`src/rtl/serial_add_pkg.sv`:
```
// Shared definitions for the bit-serial adder controller: FSM state encoding,
// bit positions on the full-adder operand bus, and a small helper used to
// build that bus.
package serial_add_pkg;

    // Controller states.
    typedef enum logic [1:0] {
        ST_IDLE = 2'd0,
        ST_RUN  = 2'd1,
        ST_DONE = 2'd2
    } state_e;

    // Bit positions on the 3-bit bus driven into the external full adder.
    localparam int FA_A  = 2;
    localparam int FA_B  = 1;
    localparam int FA_CY = 0;

    // Packs one operand bit pair plus the running carry into full-adder order.
    function automatic logic [2:0] fa_pack(input logic a_bit,
                                           input logic b_bit,
                                           input logic cy_bit);
        logic [2:0] v;
        v        = 3'b000;
        v[FA_A]  = a_bit;
        v[FA_B]  = b_bit;
        v[FA_CY] = cy_bit;
        return v;
    endfunction

endpackage

```
`src/rtl/serial_add_shreg.sv`:
```
// Parameterised right-shift register with parallel load. Load has priority
// over shift; with neither asserted the contents hold. The serial input is
// only looked at while shifting, so an undriven/X serial input is harmless
// when the register is idle.
module serial_add_shreg #(
    parameter int WIDTH = 8
) (
    input  logic             clk,
    input  logic             rst_n,
    input  logic             load_i,
    input  logic [WIDTH-1:0] load_val_i,
    input  logic             shift_i,
    input  logic             shift_in_i,
    output logic [WIDTH-1:0] q_o
);

    logic [WIDTH-1:0] q_q;
    logic [WIDTH-1:0] q_d;

    // Next-value select: load, shift right (new bit enters at the MSB), or hold.
    always_comb begin
        q_d = q_q;
        if (load_i) begin
            q_d = load_val_i;
        end else if (shift_i) begin
            q_d = {shift_in_i, q_q[WIDTH-1:1]};
        end
    end

    // Register with asynchronous active-low clear.
    always_ff @(posedge clk or negedge rst_n) begin
        if (!rst_n) begin
            q_q <= '0;
        end else begin
            q_q <= q_d;
        end
    end

    assign q_o = q_q;

endmodule

```
`src/rtl/serial_add_ctrl.sv`:
```
// Bit-serial adder controller. Feeds one operand bit pair plus the stored
// carry per cycle to an external 3-input full adder and assembles the
// WIDTH-bit result LSB first from the returned sum bits.
//
// Optional build macro SERIAL_ADD_SUB_EN adds a 'sub' input: when set on an
// accepted start, B is inverted and the carry seeded with 1 so the result is
// a - b modulo 2^WIDTH (cout = 1 means no borrow). Without the macro the
// block is addition only.
//
//   state   | meaning
//   --------+------------------------------------------------------------
//   IDLE    | waiting for start; fa_in parked at 0
//   RUN     | one bit per cycle through the full adder, WIDTH cycles
//   DONE    | one cycle: done pulse, sum/cout freshly updated
module serial_add_ctrl
    import serial_add_pkg::*;
#(
    parameter int WIDTH = 8
) (
    input  logic             clk,
    input  logic             rst_n,
    input  logic             start,
    input  logic [WIDTH-1:0] a,
    input  logic [WIDTH-1:0] b,
    input  logic             cin,
`ifdef SERIAL_ADD_SUB_EN
    input  logic             sub,
`endif
    output logic [2:0]       fa_in,
    input  logic             fa_s,
    input  logic             fa_c,
    output logic             busy,
    output logic             done,
    output logic [WIDTH-1:0] sum,
    output logic             cout
);

    localparam int CNT_W = (WIDTH > 1) ? $clog2(WIDTH) : 1;
    localparam logic [CNT_W-1:0] CNT_LAST = CNT_W'(WIDTH - 1);
    localparam logic [CNT_W-1:0] CNT_ONE  = CNT_W'(1);

    state_e           state_q;
    logic             carry_q;
    logic [CNT_W-1:0] cnt_q;
    logic             busy_q;
    logic             done_q;
    logic [WIDTH-1:0] sum_q;
    logic             cout_q;

    logic [WIDTH-1:0] a_sh;
    logic [WIDTH-1:0] b_sh;
    logic [WIDTH-1:0] sum_sh;

    logic             accept;
    logic             running;
    logic [WIDTH-1:0] b_load_d;
    logic             carry_load_d;
    logic [WIDTH-1:0] sum_final;

    // Only the LSBs of the operand shifters and the upper bits of the result
    // shifter are consumed; the rest of each register is just pipeline depth.
    logic             unused_sh_bits;

    assign accept  = (state_q == ST_IDLE) && start;
    assign running = (state_q == ST_RUN);

    // Operand B and the seed carry as captured on start; subtraction is
    // two's-complement addition of ~b with a forced carry-in.
    always_comb begin
        b_load_d     = b;
        carry_load_d = cin;
`ifdef SERIAL_ADD_SUB_EN
        if (sub) begin
            b_load_d     = ~b;
            carry_load_d = 1'b1;
        end
`endif
    end

    serial_add_shreg #(.WIDTH(WIDTH)) u_a_sh (
        .clk        (clk),
        .rst_n      (rst_n),
        .load_i     (accept),
        .load_val_i (a),
        .shift_i    (running),
        .shift_in_i (1'b0),
        .q_o        (a_sh)
    );

    serial_add_shreg #(.WIDTH(WIDTH)) u_b_sh (
        .clk        (clk),
        .rst_n      (rst_n),
        .load_i     (accept),
        .load_val_i (b_load_d),
        .shift_i    (running),
        .shift_in_i (1'b0),
        .q_o        (b_sh)
    );

    // Result shifter: cleared on start, collects one sum bit per RUN cycle.
    serial_add_shreg #(.WIDTH(WIDTH)) u_sum_sh (
        .clk        (clk),
        .rst_n      (rst_n),
        .load_i     (accept),
        .load_val_i ({WIDTH{1'b0}}),
        .shift_i    (running),
        .shift_in_i (fa_s),
        .q_o        (sum_sh)
    );

    // The last sum bit arrives on the same edge that enters DONE, so the
    // published result is taken from the shifter's next value, not its state.
    assign sum_final = {fa_s, sum_sh[WIDTH-1:1]};

    assign unused_sh_bits = ^{a_sh[WIDTH-1:1], b_sh[WIDTH-1:1], sum_sh[0]};

    // Full-adder operand bus: live only in RUN, parked at zero otherwise.
    always_comb begin
        fa_in = 3'b000;
        if (running) begin
            fa_in = fa_pack(a_sh[0], b_sh[0], carry_q);
        end
    end

    // Sequencer with registered status/result outputs.
    always_ff @(posedge clk or negedge rst_n) begin
        if (!rst_n) begin
            state_q <= ST_IDLE;
            carry_q <= 1'b0;
            cnt_q   <= '0;
            busy_q  <= 1'b0;
            done_q  <= 1'b0;
            sum_q   <= '0;
            cout_q  <= 1'b0;
        end else begin
            case (state_q)
                ST_IDLE: begin
                    done_q <= 1'b0;
                    if (start) begin
                        state_q <= ST_RUN;
                        carry_q <= carry_load_d;
                        cnt_q   <= '0;
                        busy_q  <= 1'b1;
                    end
                end
                ST_RUN: begin
                    carry_q <= fa_c;
                    if (cnt_q == CNT_LAST) begin
                        // Counter parks at zero rather than running past the last bit.
                        state_q <= ST_DONE;
                        cnt_q   <= '0;
                        done_q  <= 1'b1;
                        sum_q   <= sum_final;
                        cout_q  <= fa_c;
                    end else begin
                        cnt_q <= cnt_q + CNT_ONE;
                    end
                end
                ST_DONE: begin
                    state_q <= ST_IDLE;
                    done_q  <= 1'b0;
                    busy_q  <= 1'b0;
                end
                default: begin
                    state_q <= ST_IDLE;
                    carry_q <= 1'b0;
                    cnt_q   <= '0;
                    busy_q  <= 1'b0;
                    done_q  <= 1'b0;
                end
            endcase
        end
    end

    assign busy = busy_q;
    assign done = done_q;
    assign sum  = sum_q;
    assign cout = cout_q;

endmodule

```
`config.mk`:
```
export PLATFORM = sky130hd
export DESIGN_NAME = serial_add_ctrl
export DESIGN_NICKNAME = d
export VERILOG_FILES = /design/src/rtl/serial_add_pkg.sv /design/src/rtl/serial_add_shreg.sv /design/src/rtl/serial_add_ctrl.sv
export SDC_FILE = /design/constraint.sdc
export NUM_CORES = 1
export LEC_CHECK = 0
export CAP_MARGIN = 25
export CELL_PAD_IN_SITES_DETAIL_PLACEMENT = 0
export CELL_PAD_IN_SITES_GLOBAL_PLACEMENT = 1
export CORE_UTILIZATION = 43
export CTS_CLUSTER_DIAMETER = 120
export DETAILED_ROUTE_END_ITERATION = 16
export PLACE_DENSITY_LB_ADDON = 0.1
export SLEW_MARGIN = 15
export SYNTH_ARGS = -nofsm -noshare
export SYNTH_HDL_FRONTEND = slang
export SYNTH_SLANG_ARGS = --single-unit
```
`constraint.sdc`:
```
create_clock -name clk -period 3.7 [get_ports clk]
set_clock_uncertainty 0.15 [all_clocks]
set_input_delay 0.74 -clock clk [delete_from_list [all_inputs] [get_ports clk]]
set_output_delay 0.74 -clock clk [all_outputs]
set_load 0.01 [all_outputs]
```
* Word level (Yosys, flattened, before mapping)
Index checks and enable logic that the tools add are counted.
Storage, ports and cells: input bits 22, logic and storage cells 44, flip-flop bits (word level) 41
Operators by class: mux-type cells 19, reductions and logical operators 7, bitwise gates (word level) 2, equal/unequal tests 5, $add $sub $neg 1
Operator list (number):
- 8-bit two-way mux | 6
- 3-bit two-way mux | 3
- 3-bit case mux with 3 select lines | 1
- 2-bit AND reduction | 4
- 1-bit two-way mux | 4
- 2-bit two-way mux | 2
- 2-bit case mux with 2 select lines | 1
- 3-bit by 1-bit adder with 3-bit output (second input constant) | 1
- 3-bit == test (second input constant) | 1
- 1-bit case mux with 3 select lines | 1
- 2-bit by 1-bit == test with 1-bit output (second input constant) | 1
- 2-bit == test (second input constant) | 1
- 2-bit zero test | 1
- 2-bit by 1-bit inequality test with 1-bit output (second input constant) | 1
- 2-bit inequality test (second input constant) | 1
- 1-bit inverter | 2
- 1-bit case mux with 2 select lines | 1
- 2-bit nonzero test | 1
- 1-bit logical AND | 1

* Logic depth before layout (Yosys ltp)
Gate-level depths: netlist (run 1).
depth after elaboration 3, mapped depth 6, gate-level depth less buffers 4

* By module
A second synthesis (run 1) with hierarchy kept.
Unflattened totals: cell total of the unflattened synthesis 158, area total of the unflattened synthesis 1888.1 µm²
Modules (own cells, without submodules):
- serial_add_shreg | times used 3, cells each 34, area an instance 372.9 µm², seq. area each 200.2 µm²
- serial_add_ctrl | times used 1, cells each 56, area an instance 769.5 µm², seq. area each 425.4 µm²

* Worst setup path after synthesis (run 1)
No wires, ideal clock.
path type flip-flop to output port, from register state_q[1], to output port fa_in[0], data required time 2.810 ns, cell stages (with the launch flop) 5, setup slack 1.697 ns, arrival time 1.113 ns, cell sequence dfrtp_1 > buf_2 > and2b_2 > buf_2 > and2_1
On the way: word-level cells in the longest chain between the ends 2
RTL lines:
- from (decl) | RTL line serial_add_ctrl.sv:42 | state_e state_q;
- from (signal assigned) | RTL line serial_add_ctrl.sv:128 | state_q <= ST_IDLE;
- from (signal assigned) | RTL line serial_add_ctrl.sv:140 | state_q <= ST_RUN;
- from (signal assigned) | RTL line serial_add_ctrl.sv:150 | state_q <= ST_DONE;
- 2-bit by 1-bit == test with 1-bit output | RTL line serial_add_ctrl.sv:65 | assign running = (state_q == ST_RUN);
- 3-bit two-way mux | RTL line serial_add_ctrl.sv:120 | if (running) begin
- to (decl) | RTL line serial_add_ctrl.sv:29 | output logic [2:0] fa_in,
No other way between the ends.

* Worst setup path in the final report (run 1)
from register state_q[1], to output port fa_in[1]
Same word-level chain as after synthesis.

==> results of run 1 <==
how the worst max path moves through the flow:
stage                     from            end  slack (ps)  cells after the start
finish              state_q[1]       fa_in[1]         880                      3
global route        state_q[1]       fa_in[0]         770                      3
CTS                 state_q[1]       fa_in[1]         880                      3
detailed placement       start  u_a_sh.q_o[4]         970                      4
global placement         start  u_a_sh.q_o[3]        1070                      4
floorplan           state_q[1]       fa_in[0]        1700                      4
metrics by stage:
stage / setup slack, ps / instance area (µm²) / instances / utilization [%] / hold slack (ps)
3_5_place_dp: 974 / 2080 / 201 / 55.5 / 337
2_1_floorplan: 1700 / 1720 / 127 / - / 294
4_1_cts: 877 / 2170 / 209 / 58.1 / 361
3_3_place_gp: 1070 / 2080 / 201 / 55.5 / 331
5_1_grt: 772 / 2170 / 209 / 58.1 / 377
6_report: 878 / 2170 / 209 / 58.1 / 358
per-layer routing:
metal	up-vias	share of wire (%)
met2	36	45
met3	7	4.8
met1	578	48
li1	537	-
met5	-	0
met4	0	2.3
cells by family after synthesis:
kind of cell | Yosys count
AND/OR/NAND/NOR | 34
flip-flops | 40
adder cells (fa/ha/maj) | 2
AO/OA/AOI/OAI | 31
buffers and inverters | 11
multiplexers | 9
sequential cells by signal, indices dropped and copies added, names as in the netlist:
signal / cells
cout: 1
u_sum_sh.q_o: 7
state_q: 2
u_b_sh.q_o: 8
u_a_sh.q_o: 8
sum: 8
carry_q: 1
done: 1
busy: 1
cnt_q: 3
cells in the final DEF (no fill, tap or decap), types with 3 or more instances in the layout:
cell type / count
a22o_1: 9
and2_1: 3
o221a_1: 9
nand2b_1: 3
o221a_2: 5
mux2_4: 9
clkbuf_8: 6
dfrtp_1: 40
nand3b_1: 14
clkdlybuf4s50_1: 34
o21ai_0: 4
nor2_1: 4
cell type report:
type | instances | area [µm²]
repair buffers | 35 | 345
flip-flops and latches | 40 | 1000
well taps | 48 | 60.1
inverters | 2 | 7.51
clock inverters | 1 | 7.51
multi-input cells | 76 | 666
clock buffers | 7 | 86.3
fillers | 333 | 1570
power by group through the flow:
stage	combinational, mW	sequential (mW)	clock (mW)
global route	0.766	0.804	0.325
finish	0.702	0.777	0.300
floorplan	0.447	0.769	0
CTS	0.713	0.777	0.305
global placement	0.685	0.768	0
detailed placement	0.714	0.781	0
==> impl_metrics.env, run 1 <==
export IMPL_hold_viol=0
export IMPL_viasPerCell=5.54
export IMPL_swShare_pct=31.8
export IMPL_overflow=0
export IMPL_cts_path_max_buffers=2
export IMPL_crit_family="simple AND/OR/NAND/NOR gates"
export IMPL_min_to="sum[0]"
export IMPL_cp_start_kind="register"
export IMPL_combPwrFrac_pct=39.4
export IMPL_postSynthAreaPerCell_um2=13.5
export IMPL_htree_num_levels=2
export IMPL_critPathBufInv=1
export IMPL_slew_headroom_pct=38.2
export IMPL_synth_nets=151
export IMPL_routabilityCongestion=0.734
export IMPL_p_clk_share_pct=16.9
export IMPL_synth_most_common_cell="dfrtp_1"
export IMPL_ys_seq_elements=40
export IMPL_antenna_found_initial=0
export IMPL_cts_setup_buffers=0
export IMPL_final_period_utilization_pct=76.3
export IMPL_period_minus_slack_ps=2820
export IMPL_synth_simple_area_share_pct=12.9
export IMPL_core_area_um2=3740
export IMPL_area_growth_syn_to_layout_pct=26.6
export IMPL_root_buffer="clkbuf_8"
export IMPL_drv_cap=0
export IMPL_busiest_layer="met2"
export IMPL_grt_start_max_net_pins=41
export IMPL_synth_top_family_by_area="compound AO/OA/AOI/OAI gates"
export IMPL_hp_class="register to register"
export IMPL_outcome="completed"
export IMPL_netlist_instances=127
export IMPL_cts_tree="done"
export IMPL_ys_seq_area_share_pct=58.3
export IMPL_nets=184
export IMPL_grt_pass1_wl_mm=5.62
export IMPL_core_rowCount=22
export IMPL_min_from="sum[0]"
export IMPL_initial_core_util_pct=45.9
export IMPL_first_pass_iters=4
export IMPL_total_power_mw=1.78
export IMPL_drive_gt1_share_pct=16.1
export IMPL_track_usage_pct=17.9
export IMPL_rsz0062_at_grt="false"
export IMPL_met3_usage_pct=5.56
export IMPL_antenna_cells=0
export IMPL_ir_drop_v=0.000325
export IMPL_use_met1_pct=23.2
export IMPL_netlist_area_leader_share_pct=58.3
export IMPL_worst_setup_path_end_kind="output port"
export IMPL_cp_required_ps=2810
export IMPL_ys_types=25
export IMPL_seqPwrFrac_pct=43.7
export IMPL_syn_area_um2=1720
export IMPL_cts_hold_buf=0
export IMPL_synth_compound_area_share_pct=16.5
export IMPL_synthAdderAreaFrac_pct=1.46
export IMPL_synth_edff_count=0
export IMPL_dieArea_um2=4250
export IMPL_synth_common_cells="dfrtp_1 (40), nand3b_1 (14), a22o_1 (9), mux2_4 (9), o221a_1 (9)"
export IMPL_max_stage_delay_ps=530
export IMPL_postCtsResizedCells=0
export IMPL_synth_area_top_cells="dfrtp_1 (58%), mux2_4 (7.9%), nand3b_1 (6.1%), o221a_1 (5.9%), a22o_1 (4.6%)"
export IMPL_finalSetupViolCount=0
export IMPL_die_h_um=65.2
export IMPL_power_static_leakage_nw=0.950
export IMPL_place_hpwl_mm=2.28
export IMPL_tightest_slew_ps=923
export IMPL_io_pins=36
export IMPL_min_path_cells=1
export IMPL_numCtsBuffers=5
export IMPL_clock_latency_ps=290
export IMPL_r2r_cells=3
export IMPL_r2r_start="state_q[1]"
export IMPL_path_max_fanout=14
export IMPL_vias=1158
export IMPL_crit_type="register to output port"
export IMPL_fin_tns_setup_ps=0
export IMPL_cp_slowest_cell="clkdlybuf4s50_1"
export IMPL_arrival_ps=1930
export IMPL_antenna_left=0
export IMPL_report_final_slew_viol_count=0
export IMPL_portBuffers=35
export IMPL_synth_xor_area_share_pct=0
export IMPL_power_switching_mw=0.566
export IMPL_synth_flop_cell="dfrtp_1"
export IMPL_route_detailed_drc=0
export IMPL_path_clk_slew_ps=80
export IMPL_die_w_um=65.2
export IMPL_critical_path_cell_chain="and2b_2, and2_1, clkdlybuf4s50_1"
export IMPL_clock_sinks=40
export IMPL_drt_wl_total_mm=3.32
export IMPL_yosysTopAreaCell="dfrtp_1"
export IMPL_reg2reg_slack_ps=1830
export IMPL_drt_iter0_markers=60
export IMPL_synth_warnings=0
export IMPL_wl_per_cell_um=15.9
export IMPL_powerDensity_nw_per_um2=819
export IMPL_synthArstFlopShare_pct=100
export IMPL_synth_mux_area_share_pct=7.87
export IMPL_grt_met2_usage_pct=27.4
export IMPL_grt_pass1_vias=1161
export IMPL_worstReg2RegEnd="u_a_sh.q_o[4]"
export IMPL_power_internal_mw=1.21
export IMPL_timing_fmax_ghz=0.354
(Power assumes the default switching activity.)
==> run 2: changes to the inputs <==
Settings changed: CORE_UTILIZATION 43 to 40.
Clock period 3.7 ns to 2.7 ns, I/O delays scaled along.
==> impl_metrics.env, run 2 (synthesis results as in run 1) <==
export IMPL_crit_type="register to output port"
export IMPL_grt_pass1_vias=1164
export IMPL_path_max_fanout=14
export IMPL_antenna_found_initial=0
export IMPL_htree_num_levels=2
export IMPL_worst_setup_path_end_kind="output port"
export IMPL_route_detailed_drc=0
export IMPL_critPathBufInv=1
export IMPL_wl_per_cell_um=16.7
export IMPL_report_final_slew_viol_count=0
export IMPL_viasPerCell=5.37
export IMPL_powerDensity_nw_per_um2=1180
export IMPL_root_buffer="clkbuf_8"
export IMPL_cts_hold_buf=0
export IMPL_cts_path_max_buffers=2
export IMPL_antenna_cells=0
export IMPL_layout_commonest_cell="dfrtp_1"
export IMPL_antenna_left=0
export IMPL_arrival_ps=1860
export IMPL_core_rowCount=23
export IMPL_final_period_utilization_pct=94.6
export IMPL_portBuffers=35
export IMPL_track_usage_pct=18.4
export IMPL_power_static_leakage_nw=0.982
export IMPL_critical_path_cell_chain="and2b_4, and2_1, clkdlybuf4s50_1"
export IMPL_hp_class="primary input to async pin"
export IMPL_die_h_um=67.5
export IMPL_clock_sinks=40
export IMPL_drv_cap=0
export IMPL_drt_wl_total_mm=3.54
export IMPL_overflow=0
export IMPL_area_growth_syn_to_layout_pct=29.7
export IMPL_ir_drop_v=0.000562
export IMPL_crit_family="simple AND/OR/NAND/NOR gates"
export IMPL_reg2reg_slack_ps=1040
export IMPL_outcome="completed"
export IMPL_initial_core_util_pct=42.3
export IMPL_nets=186
export IMPL_first_pass_iters=4
export IMPL_fin_tns_setup_ps=0
export IMPL_clock_latency_ps=300
export IMPL_cp_required_ps=2010
export IMPL_die_w_um=67.5
export IMPL_hold_viol=0
export IMPL_post_place_cells=205
export IMPL_core_area_um2=4060
export IMPL_grt_start_max_net_pins=41
export IMPL_grt_pass1_wl_mm=5.87
export IMPL_fin_cells=212
export IMPL_vias=1138
export IMPL_dieArea_um2=4560
export IMPL_fillerInstances=327
export IMPL_r2r_start="state_q[1]"
export IMPL_drt_iter0_markers=77
export IMPL_max_stage_delay_ps=530
export IMPL_drive_gt1_share_pct=17.3
export IMPL_cp_start_kind="register"
export IMPL_routabilityCongestion=0.743
export IMPL_worstReg2RegEnd="u_a_sh.q_o[3]"
export IMPL_timing_fmax_ghz=0.392
export IMPL_cp_slowest_cell="clkdlybuf4s50_1"
export IMPL_numCtsBuffers=5
export IMPL_slew_headroom_pct=42.3
export IMPL_r2r_cells=2
export IMPL_tightest_slew_ps=866
export IMPL_period_minus_slack_ps=2550
export IMPL_cts_tree="done"
export IMPL_io_pins=36
export IMPL_path_clk_slew_ps=80
export IMPL_rsz0062_at_grt="false"
export IMPL_place_hpwl_mm=2.36
export IMPL_finalSetupViolCount=0
export IMPL_final_cell_mix="dfrtp_1 (40), clkdlybuf4s50_1 (34), nand3b_1 (14)"
run 2: cell count changes in the layout (fill, tap and decap cells not counted):
cell and delta:
clkbuf_8 -1, buf_4 +2, clkinvlp_4 -1, and2b_4 +1, clkbuf_1 -1, and2b_2 -1
bufinv_16 +2
run 2: worst register-to-register path: stages, from the launching register on:
cell      delay, ps
dfrtp_1         470
nand2b_1        490
o221a_2         440
run 2: how the worst max path moves through the flow:
stage | start | to | slack [ps] | depth (start not counted)
finish | state_q[1] | fa_in[2] | 150 | 3
global route | state_q[1] | fa_in[2] | 50 | 3
CTS | state_q[1] | fa_in[2] | 70 | 3
detailed placement | state_q[1] | fa_in[2] | 390 | 3
global placement | state_q[1] | fa_in[0] | 430 | 3
floorplan | state_q[1] | fa_in[0] | 900 | 4
run 2: timing repair:
action	4_1_cts	5_1_grt
setup endpoints to repair	0	1
gates resized for setup	0	1
setup buffers	0	0
run 2: area by class of cell:
class                   instances  area, µm²  share of cell area (%)
flip-flops and latches         40       1000                    44.9
clock inverters                 2       60.1                    2.70
inverters                       2       7.51                   0.337
well taps                      50       62.6                    2.81
repair buffers                 37        360                    16.2
clock buffers                   5       68.8                    3.09
multi-input cells              76        667                    29.9
run 2: per-layer routing:
metal  vias up  global-route usage [%]  wire length [µm]
met1       563                    24.1              1730
li1        542                       -                 -
met4         0                    10.4                79
met5         -                       0                 0
met3         8                    4.56               118
met2        25                    27.4              1610
run 2: stage by stage:
| step | utilization [%] | hold slack (ps) | power [mW] | area (µm²) | setup slack [ps] |
|---|---|---|---|---|---|
| after detailed placement | 51.7 | 344 | 2.07 | 2100 | 394 |
| after floorplan | - | 94.4 | 1.67 | 1720 | 897 |
| after CTS | 54.9 | 234 | 2.64 | 2230 | 65.8 |
| final | 54.9 | 201 | 2.62 | 2230 | 146 |
| after global placement | 51.7 | 334 | 2.02 | 2100 | 434 |
| after global routing | 54.9 | 283 | 2.80 | 2230 | 51.8 |
run 2: report_power, final:
group / internal, mW / switching, mW
clock: 0.364 / 0.204
sequential: 0.875 / 0.182
combinational: 0.596 / 0.400
==> run 3: changes to the inputs <==
Settings changed: PLACE_DENSITY set to 0.77, PLACE_DENSITY_LB_ADDON 0.1 to unset.
==> impl_metrics.env, run 3 (synthesis results as in run 1) <==
export IMPL_grt_start_max_net_pins=41
export IMPL_power_static_leakage_nw=0.982
export IMPL_postCtsResizedCells=0
export IMPL_clock_latency_ps=290
export IMPL_root_buffer="clkbuf_8"
export IMPL_cp_required_ps=2010
export IMPL_outcome="completed"
export IMPL_grt_pass1_vias=1211
export IMPL_cts_setup_buffers=0
export IMPL_drt_wl_total_mm=3.33
export IMPL_core_rowCount=23
export IMPL_path_clk_slew_ps=80
export IMPL_area_growth_syn_to_layout_pct=29.7
export IMPL_initial_core_util_pct=42.3
export IMPL_cts_tree="done"
export IMPL_viasPerCell=5.42
export IMPL_arrival_ps=1730
export IMPL_drv_cap=0
export IMPL_period_minus_slack_ps=2420
export IMPL_cts_path_max_buffers=2
export IMPL_crit_type="register to output port"
export IMPL_tightest_slew_ps=861
export IMPL_fin_tns_setup_ps=0
export IMPL_fin_util_pct=54.9
export IMPL_antenna_left=0
export IMPL_timing_fmax_ghz=0.413
export IMPL_die_w_um=67.5
export IMPL_first_pass_iters=4
export IMPL_path_max_fanout=10
export IMPL_finalSetupViolCount=0
export IMPL_drive_gt1_share_pct=18.3
export IMPL_nets=187
export IMPL_route_detailed_drc=0
export IMPL_rsz0062_at_grt="false"
export IMPL_layout_commonest_cell="dfrtp_1"
export IMPL_dieArea_um2=4560
export IMPL_track_usage_pct=17.1
export IMPL_portBuffers=35
export IMPL_slew_headroom_pct=42.6
export IMPL_io_pins=36
export IMPL_grt_pass1_wl_mm=5.73
export IMPL_fin_cells=214
export IMPL_numCtsBuffers=5
export IMPL_cts_hold_buf=0
export IMPL_drt_iter0_markers=99
export IMPL_core_area_um2=4060
export IMPL_powerDensity_nw_per_um2=1150
export IMPL_clock_sinks=40
export IMPL_hp_class="primary input to async pin"
export IMPL_final_period_utilization_pct=89.6
export IMPL_report_final_slew_viol_count=0
export IMPL_vias=1159
export IMPL_cp_start_kind="register"
export IMPL_worst_setup_path_end_kind="output port"
export IMPL_htree_num_levels=2
export IMPL_final_cell_mix="dfrtp_1 (40), clkdlybuf4s50_1 (34), nand3b_1 (14)"
export IMPL_place_hpwl_mm=2.34
export IMPL_post_place_cells=206
export IMPL_wl_per_cell_um=15.6
export IMPL_routabilityCongestion=0.764
export IMPL_die_h_um=67.5
export IMPL_overflow=0
export IMPL_ir_drop_v=0.000342
export IMPL_antenna_cells=0
export IMPL_hold_viol=0
export IMPL_antenna_found_initial=0
==> run 3: path summary, 6_finish.rpt <==
check / depth (start not counted) / end / slack (ps) / from
setup / recovery: 3 / fa_in[0] / 280 / state_q[1]
hold / removal: 1 / sum[5] / 200 / rst_n
setup reg to reg: 4 / sum[4] / 970 / state_q[1]
hold reg to reg: 2 / done / 350 / done
max in group asynchronous: 1 / u_a_sh.q_o[7] / 1650 / rst_n
min in group clk: 2 / done / 350 / done
==> run 3: metrics by stage <==
step	cell area, µm²	total power [mW]	setup WS, ps	hold slack, ps
after detailed placement	2100	2.06	568	339
after global routing	2230	2.74	205	263
after global placement	2100	2.02	594	328
after CTS	2230	2.58	255	235
after floorplan	1720	1.67	897	94.4
final	2230	2.55	280	203
==> run 3: cell type report <==
type / count / area (µm²)
Fill cell: 349 / 1830
Timing Repair Buffer: 38 / 368
Tap cell: 50 / 62.6
Clock inverter: 2 / 38.8
Sequential cell: 40 / 1000
Inverter: 2 / 7.51
Multi-Input combinational cell: 76 / 666
Clock buffer: 6 / 82.6
==> run 3: power by group <==
group	total, mW	internal (mW)	switching, mW
clock	0.515	0.302	0.212
sequential	1.06	0.875	0.183
combinational	0.982	0.599	0.383
==> run 3: worst max-delay path: stages, from the launching register on <==
cell             delay (ps)
dfrtp_1                 470
and2b_2                 300
and2_1                  140
clkdlybuf4s50_1         540
==> run 3: routing by layer <==
metal,track usage [%],up-vias,routed length [µm]
met5,0,-,0
met4,6.91,0,42
met3,4.39,5,113
met2,26.7,23,1600
met1,22.3,584,1570
li1,-,547,-
